--- config.mk ---
export PLATFORM = sky130hd
export DESIGN_NAME = fwd_ctrl
export DESIGN_NICKNAME = d
export VERILOG_FILES = /design/src/rtl/fwd_ctrl.sv
export SDC_FILE = /design/constraint.sdc
export NUM_CORES = 1
export LEC_CHECK = 0
export CORE_ASPECT_RATIO = 1.75
export CORE_MARGIN = 1.5
export CORE_UTILIZATION = 54
export CTS_CLUSTER_DIAMETER = 200
export DETAILED_ROUTE_END_ITERATION = 6
export GPL_TIMING_DRIVEN = 0
export HOLD_SLACK_MARGIN = 0.02
export PLACE_DENSITY = 0.84
export SYNTH_ARGS = -nofsm -noshare
export SYNTH_HDL_FRONTEND = slang
export SYNTH_SLANG_ARGS = --single-unit
export TNS_END_PERCENT = 30
--- constraint.sdc ---
create_clock -name clk -period 5.1 [get_ports clk]
set_input_delay 1.02 -clock clk [delete_from_list [all_inputs] [get_ports clk]]
set_output_delay 1.02 -clock clk [all_outputs]
set_load 0.02 [all_outputs]
--- src/rtl/fwd_ctrl.sv ---
// fwd_ctrl: hazard detection and operand-forwarding control for a 5-stage pipe.
// Tracks the destinations of the instructions in EX, MEM and WB and compares
// them against the decode-slot sources. Produces per-stage bypass selects,
// a stall request and a saturating count of stalled cycles.
//
// Build option: define FWD_BYPASS_EN to enable forwarding (EX > MEM > WB,
// with load-use and jlx stalls). With it undefined the block is a full
// interlock: every bypass select reads 0 and any producer match stalls.
module fwd_ctrl #(
  parameter int ADDR_SIZE = 5,
  parameter int CNT_W     = 32
) (
  input  logic                 clk,
  input  logic                 rst,
  input  logic                 D_valid,
  input  logic [ADDR_SIZE-1:0] D_ra,
  input  logic [ADDR_SIZE-1:0] D_rb,
  input  logic                 D_use_ra,
  input  logic                 D_use_rb,
  input  logic [ADDR_SIZE-1:0] D_rd,
  input  logic                 D_we,
  input  logic                 D_ld,
  input  logic                 D_jlx,
  input  logic                 flush,
  output logic [1:0]           EX_D_bp,
  output logic [1:0]           MEM_D_bp,
  output logic [1:0]           WB_D_bp,
  output logic                 stall,
  output logic [CNT_W-1:0]     stall_cnt
);

  // One tracking entry per downstream stage; index 0 = EX, 1 = MEM, 2 = WB.
  typedef struct packed {
    logic                 vld;
    logic [ADDR_SIZE-1:0] rd;
    logic                 wr;
    logic                 ld;
    logic                 jlx;
  } ent_t;

  localparam int NSTG = 3;
  localparam int EX   = 0;

  ent_t             ent_q [NSTG];
  ent_t             ex_d;
  logic [CNT_W-1:0] cnt_q, cnt_d;

  logic [NSTG-1:0] m_a, m_b;     // per-stage source matches
  logic [NSTG-1:0] jl;           // per-stage jlx flag
  logic [NSTG-1:0] sel_a, sel_b; // per-stage bypass selects, one-hot or zero
  logic            hz_a, hz_b;   // per-source stall request
  logic            ld_ex;

  // Source match against every tracked stage; r0 and unread sources never match.
  always_comb begin
    for (int s = 0; s < NSTG; s++) begin
      m_a[s] = D_valid & D_use_ra & ent_q[s].vld & (ent_q[s].wr | ent_q[s].jlx)
             & (ent_q[s].rd == D_ra) & (D_ra != '0);
      m_b[s] = D_valid & D_use_rb & ent_q[s].vld & (ent_q[s].wr | ent_q[s].jlx)
             & (ent_q[s].rd == D_rb) & (D_rb != '0);
      jl[s]  = ent_q[s].jlx;
    end
    ld_ex = ent_q[EX].ld;
  end

`ifdef FWD_BYPASS_EN
  // Newest producer wins. A load in EX has no data yet, and a jlx stage only
  // holds its ALU result, not pc+4, so neither can be forwarded; both stall.
  function automatic logic [NSTG:0] resolve(input logic [NSTG-1:0] m,
                                            input logic [NSTG-1:0] j,
                                            input logic            ld);
    logic [NSTG-1:0] sel;
    logic            hz;
    sel = '0;
    hz  = |(m & j) | (m[0] & ld);
    if (m[0]) begin
      if (!ld && !j[0]) sel[0] = 1'b1;
    end else if (m[1]) begin
      if (!j[1]) sel[1] = 1'b1;
    end else if (m[2]) begin
      if (!j[2]) sel[2] = 1'b1;
    end
    return {hz, sel};
  endfunction

  // Resolve ra and rb independently; the stall is the OR of both.
  always_comb begin
    {hz_a, sel_a} = resolve(m_a, jl, ld_ex);
    {hz_b, sel_b} = resolve(m_b, jl, ld_ex);
  end
`else
  // Full interlock: nothing is forwarded and any producer match stalls.
  // Load-use and jlx hazards are a subset of "any match" here.
  always_comb begin
    sel_a = '0;
    sel_b = '0;
    hz_a  = |m_a | (m_a[0] & ld_ex) | |(m_a & jl);
    hz_b  = |m_b | (m_b[0] & ld_ex) | |(m_b & jl);
  end
`endif

  // Drive outputs; a flushed decode slot neither stalls nor forwards.
  always_comb begin
    EX_D_bp  = 2'b00;
    MEM_D_bp = 2'b00;
    WB_D_bp  = 2'b00;
    stall    = 1'b0;
    if (!flush) begin
      EX_D_bp  = {sel_a[0], sel_b[0]};
      MEM_D_bp = {sel_a[1], sel_b[1]};
      WB_D_bp  = {sel_a[2], sel_b[2]};
      stall    = hz_a | hz_b;
    end
  end

  // Next EX entry from decode; jlx always writes r31, r0 writes are dropped.
  always_comb begin
    ex_d     = '0;
    ex_d.vld = D_valid & ~flush & ~stall;
    ex_d.rd  = D_jlx ? {ADDR_SIZE{1'b1}} : D_rd;
    ex_d.wr  = D_we & (ex_d.rd != '0);
    ex_d.ld  = D_ld;
    ex_d.jlx = D_jlx;
  end

  // Advance the tracking pipe every cycle; a stall only bubbles EX.
  always_ff @(posedge clk) begin
    if (rst) begin
      for (int s = 0; s < NSTG; s++) ent_q[s] <= '0;
    end else begin
      ent_q[2] <= ent_q[1];
      ent_q[1] <= ent_q[0];
      ent_q[0] <= ex_d;
    end
  end

  // Saturating stall counter next state.
  always_comb begin
    cnt_d = cnt_q;
    if (stall && (cnt_q != {CNT_W{1'b1}})) cnt_d = cnt_q + 1'b1;
  end

  // Stall counter register.
  always_ff @(posedge clk) begin
    if (rst) cnt_q <= '0;
    else     cnt_q <= cnt_d;
  end

  assign stall_cnt = cnt_q;

endmodule

==> flow_summary.yaml <==
cts:
  cts_tree: "done"
  cts_buffer_depth: 2
  cts_sinks: 56
  cts_setup_buffers: 0
  root_buffer: "clkbuf_8"
  ctsResizeCount: 0
  clkTransAtPathRegs_ps: 110
  holdBufCountCts: 0
  numCtsBuffers: 5
  clock_latency_ps: 320
  htree_levels: 2
layout:
  stdcell_count: 467
  nets: 436
  layout.area.seq_sq_um: 1120
  syn_to_final_growth_pct: 24.8
  n_antenna_cell: 0
  drive_above_1_share_pct: 5.83
  multi_input_area_sq_um: 1660
  fillers: 464
synthesis:
  synth_adder_area_share_pct: 0.430
  synth_compound_area_share_pct: 13.0
  synth-simple-area-share_pct: 31.3
  ys.warnings.count: 0
  synth_cells: 345
  ys_seq_area_share_pct: 38.5
  synth-main-ff-cell: "dfxtp_1"
  synth.avg_cell_area_sq_um: 8.44
  ys_ff_latch: 56
  muxShareOfSynthArea_pct: 2.32
  synth-edff-count: 0
  synth.distinct_cells: 46
  synthArstFlopShare_pct: 0
  synthXorXnorAreaFrac_pct: 9.33
  synth_top_family_by_area: "simple AND/OR/NAND/NOR gates"
  syn_area_sq_um: 2910
worst_setup_path:
  crit_start: "D_rb[2]"
  rrSetupSlack_ps: 2210
  worstSetupPathType: "in2out"
  r2r_cells: 7
  endpoint_kind: "output port"
  crit-reg2reg-capture: "stall_cnt[29]"
  r2r_start: "stall_cnt[0]"
  worstPathArrival_ps: 3620
  worst-path-max-fanout: 4
  critPathCapture: "stall"
  crit_required_ps: 4080
  startpoint_type: "input port"
place:
  hpwlAfterDp_um: 6280
  gp_routability_congestion: 0.958
  io_buffers: 54
  pre_cts_slack_ps: 455
  dp.cells: 459
routing:
  viasPerCell: 6.17
  wl_per_cell_um: 17.5
  wl_um: 8170
  drtAntennaViolNets: 0
  route.vias.total: 2883
  drc: 0
  first_pass_iters: 5
  drt_iter0_drc: 152
power:
  clockPowerShare_pct: 33.0
  power_density_nw_per_um2: 217
  switching_power_uw: 204
  leakagePower_nw: 1.26
  p_int_uw: 584
  pwr-share-comb_pct: 9.4
  seqPwrFrac_pct: 57.5
  vdd_drop_max_mv: 0.202
  switching_share_pct: 25.8
timing:
  setup_viol: 0
  fmax_ghz: 0.216
  hold_viol: 0
  slew_headroom_pct: 36.0
  hold_ws_ps: 471
  tightest_slew_ps: 951
  rsz0062_at_grt: "no"
  layout_setup_ws_ps: 465
  setup_tns_ps: 0
  post-route-min-period_ps: 4640
  clock_skew_ps: 7.73
  final_max_slew_viol_count: 0
  finalCritPeriodShare_pct: 90.9
grt:
  grt_pass1_wl_um: 13000
  first_global_vias: 2802
  track_usage_pct: 29.1
  grt_max_degree: 20
  antenna_found_initial: 0
  gr-total-overflow: 0
die:
  fp.dieW_um: 58.5
  io_pins: 63
  die_height_um: 100
  coreArea_sq_um: 5210
  die-area_sq_um: 5860
  row_count: 35
  start_util_pct: 55.8
job:
  drv_cap: 0
hold_path:
  min_path_type: "reg2reg"
run_status:
  status: "complete, no violations"
[cell usage in the layout (no fill, tap or decap), types with 6 or more instances in the layout]
cell type,count
clkdlybuf4s50_1,54
nor4_1,10
conb_1,6
or3_1,7
buf_4,6
inv_1,8
nand4_1,19
and3_1,6
mux2_1,6
o21ai_1,15
xnor2_1,11
nor2b_1,22
nand3_1,13
or4_1,10
dfxtp_1,56
clkbuf_1,8
nand2_1,19
nor2_1,29
a21oi_1,23
nand4b_1,6
xor2_1,20
[critical path, stage by stage]
cell	delay (ps)
clkdlybuf4s50_1	500
xor2_1	180
or4_1	570
nor4_2	240
nor3_1	110
o22ai_1	310
clkdlybuf4s50_1	670
[worst min path at each step]
| stage | from | endpoint | slack (ps) | cells past startpoint |
|---|---|---|---|---|
| global placement | ent_q[0][0] | ent_q[0][9] | 440 | 1 |
| CTS | ent_q[0][17] | ent_q[0][26] | 470 | 1 |
| floorplan | ent_q[0][8] | ent_q[0][17] | 430 | 1 |
| detailed placement | ent_q[0][17] | ent_q[0][26] | 460 | 1 |
| global route | ent_q[0][17] | ent_q[0][26] | 490 | 1 |
| finish | ent_q[0][17] | ent_q[0][26] | 470 | 1 |
[through the flow]
step	cell area (sq um)	util, %	power [mW]
floorplan	2930	-	0.503
global placement	3540	67.9	0.537
detailed placement	3540	67.9	0.538
CTS	3630	69.7	0.793
global route	3630	69.7	0.814
finish	3630	69.7	0.788
[cell type report]
class                      count  share of cell area (%)
sequential                    56                    30.9
timing repair buffer          54                    14.9
inverter                       8                   0.826
clock inverter                 3                   0.723
clock buffer                   5                    1.89
tap                           55                    1.89
buffer                        21                    3.13
multi-input combinational    265                    45.8
[per-layer routing]
| layer | global-route usage (%) | part of all wire (%) |
|---|---|---|
| met5 | 0 | 0 |
| met4 | 16.1 | 4.2 |
| met3 | 3.09 | 5.1 |
| met2 | 55.9 | 56 |
| met1 | 28.7 | 35 |
[cell usage after synthesis (5+ instances only)]
cell | instances | area, sq um
nand4b_1 | 6 | 52.6
clkbuf_1 | 8 | 30.0
o21ai_1 | 15 | 75.1
xor2_1 | 20 | 175
and3_1 | 6 | 37.5
xnor2_1 | 11 | 96.3
nand3_1 | 13 | 65.1
or3_1 | 7 | 43.8
nor3_1 | 5 | 25.0
mux2_1 | 6 | 67.6
nand4_1 | 19 | 119
inv_1 | 8 | 30.0
o31ai_1 | 5 | 37.5
dfxtp_1 | 56 | 1120
a21oi_1 | 23 | 115
nand2_1 | 19 | 71.3
nor2_1 | 29 | 109
or4_1 | 10 | 75.1
nor4_1 | 10 | 62.6
buf_4 | 6 | 45.0
nor2b_1 | 22 | 138
[registers in the layout (all words and copies together) (netlist names)]
signal and cells:
ent_q 24, stall_cnt 32
[power by group through the flow]
| stage | clock network, mW | logic [mW] | registers, mW |
|---|---|---|---|
| finish | 0.260 | 0.0743 | 0.453 |
| floorplan | 0 | 0.0416 | 0.462 |
| global route | 0.278 | 0.0821 | 0.455 |
| detailed placement | 0 | 0.0743 | 0.464 |
| global placement | 0 | 0.0732 | 0.463 |
| CTS | 0.265 | 0.0747 | 0.454 |
[cells by family (layout without fill, tap and decap cells)]
group | count (synthesis) | count (layout)
AND/OR/NAND/NOR | 159 | 159
AO/OA/AOI/OAI | 62 | 62
flip-flops | 56 | 56
XOR/XNOR | 31 | 31
buffers and inverters | 29 | 91
multiplexers | 6 | 6
adder cells (fa/ha/maj) | 1 | 1
other | 1 | 6
(Power assumes the default switching activity.)
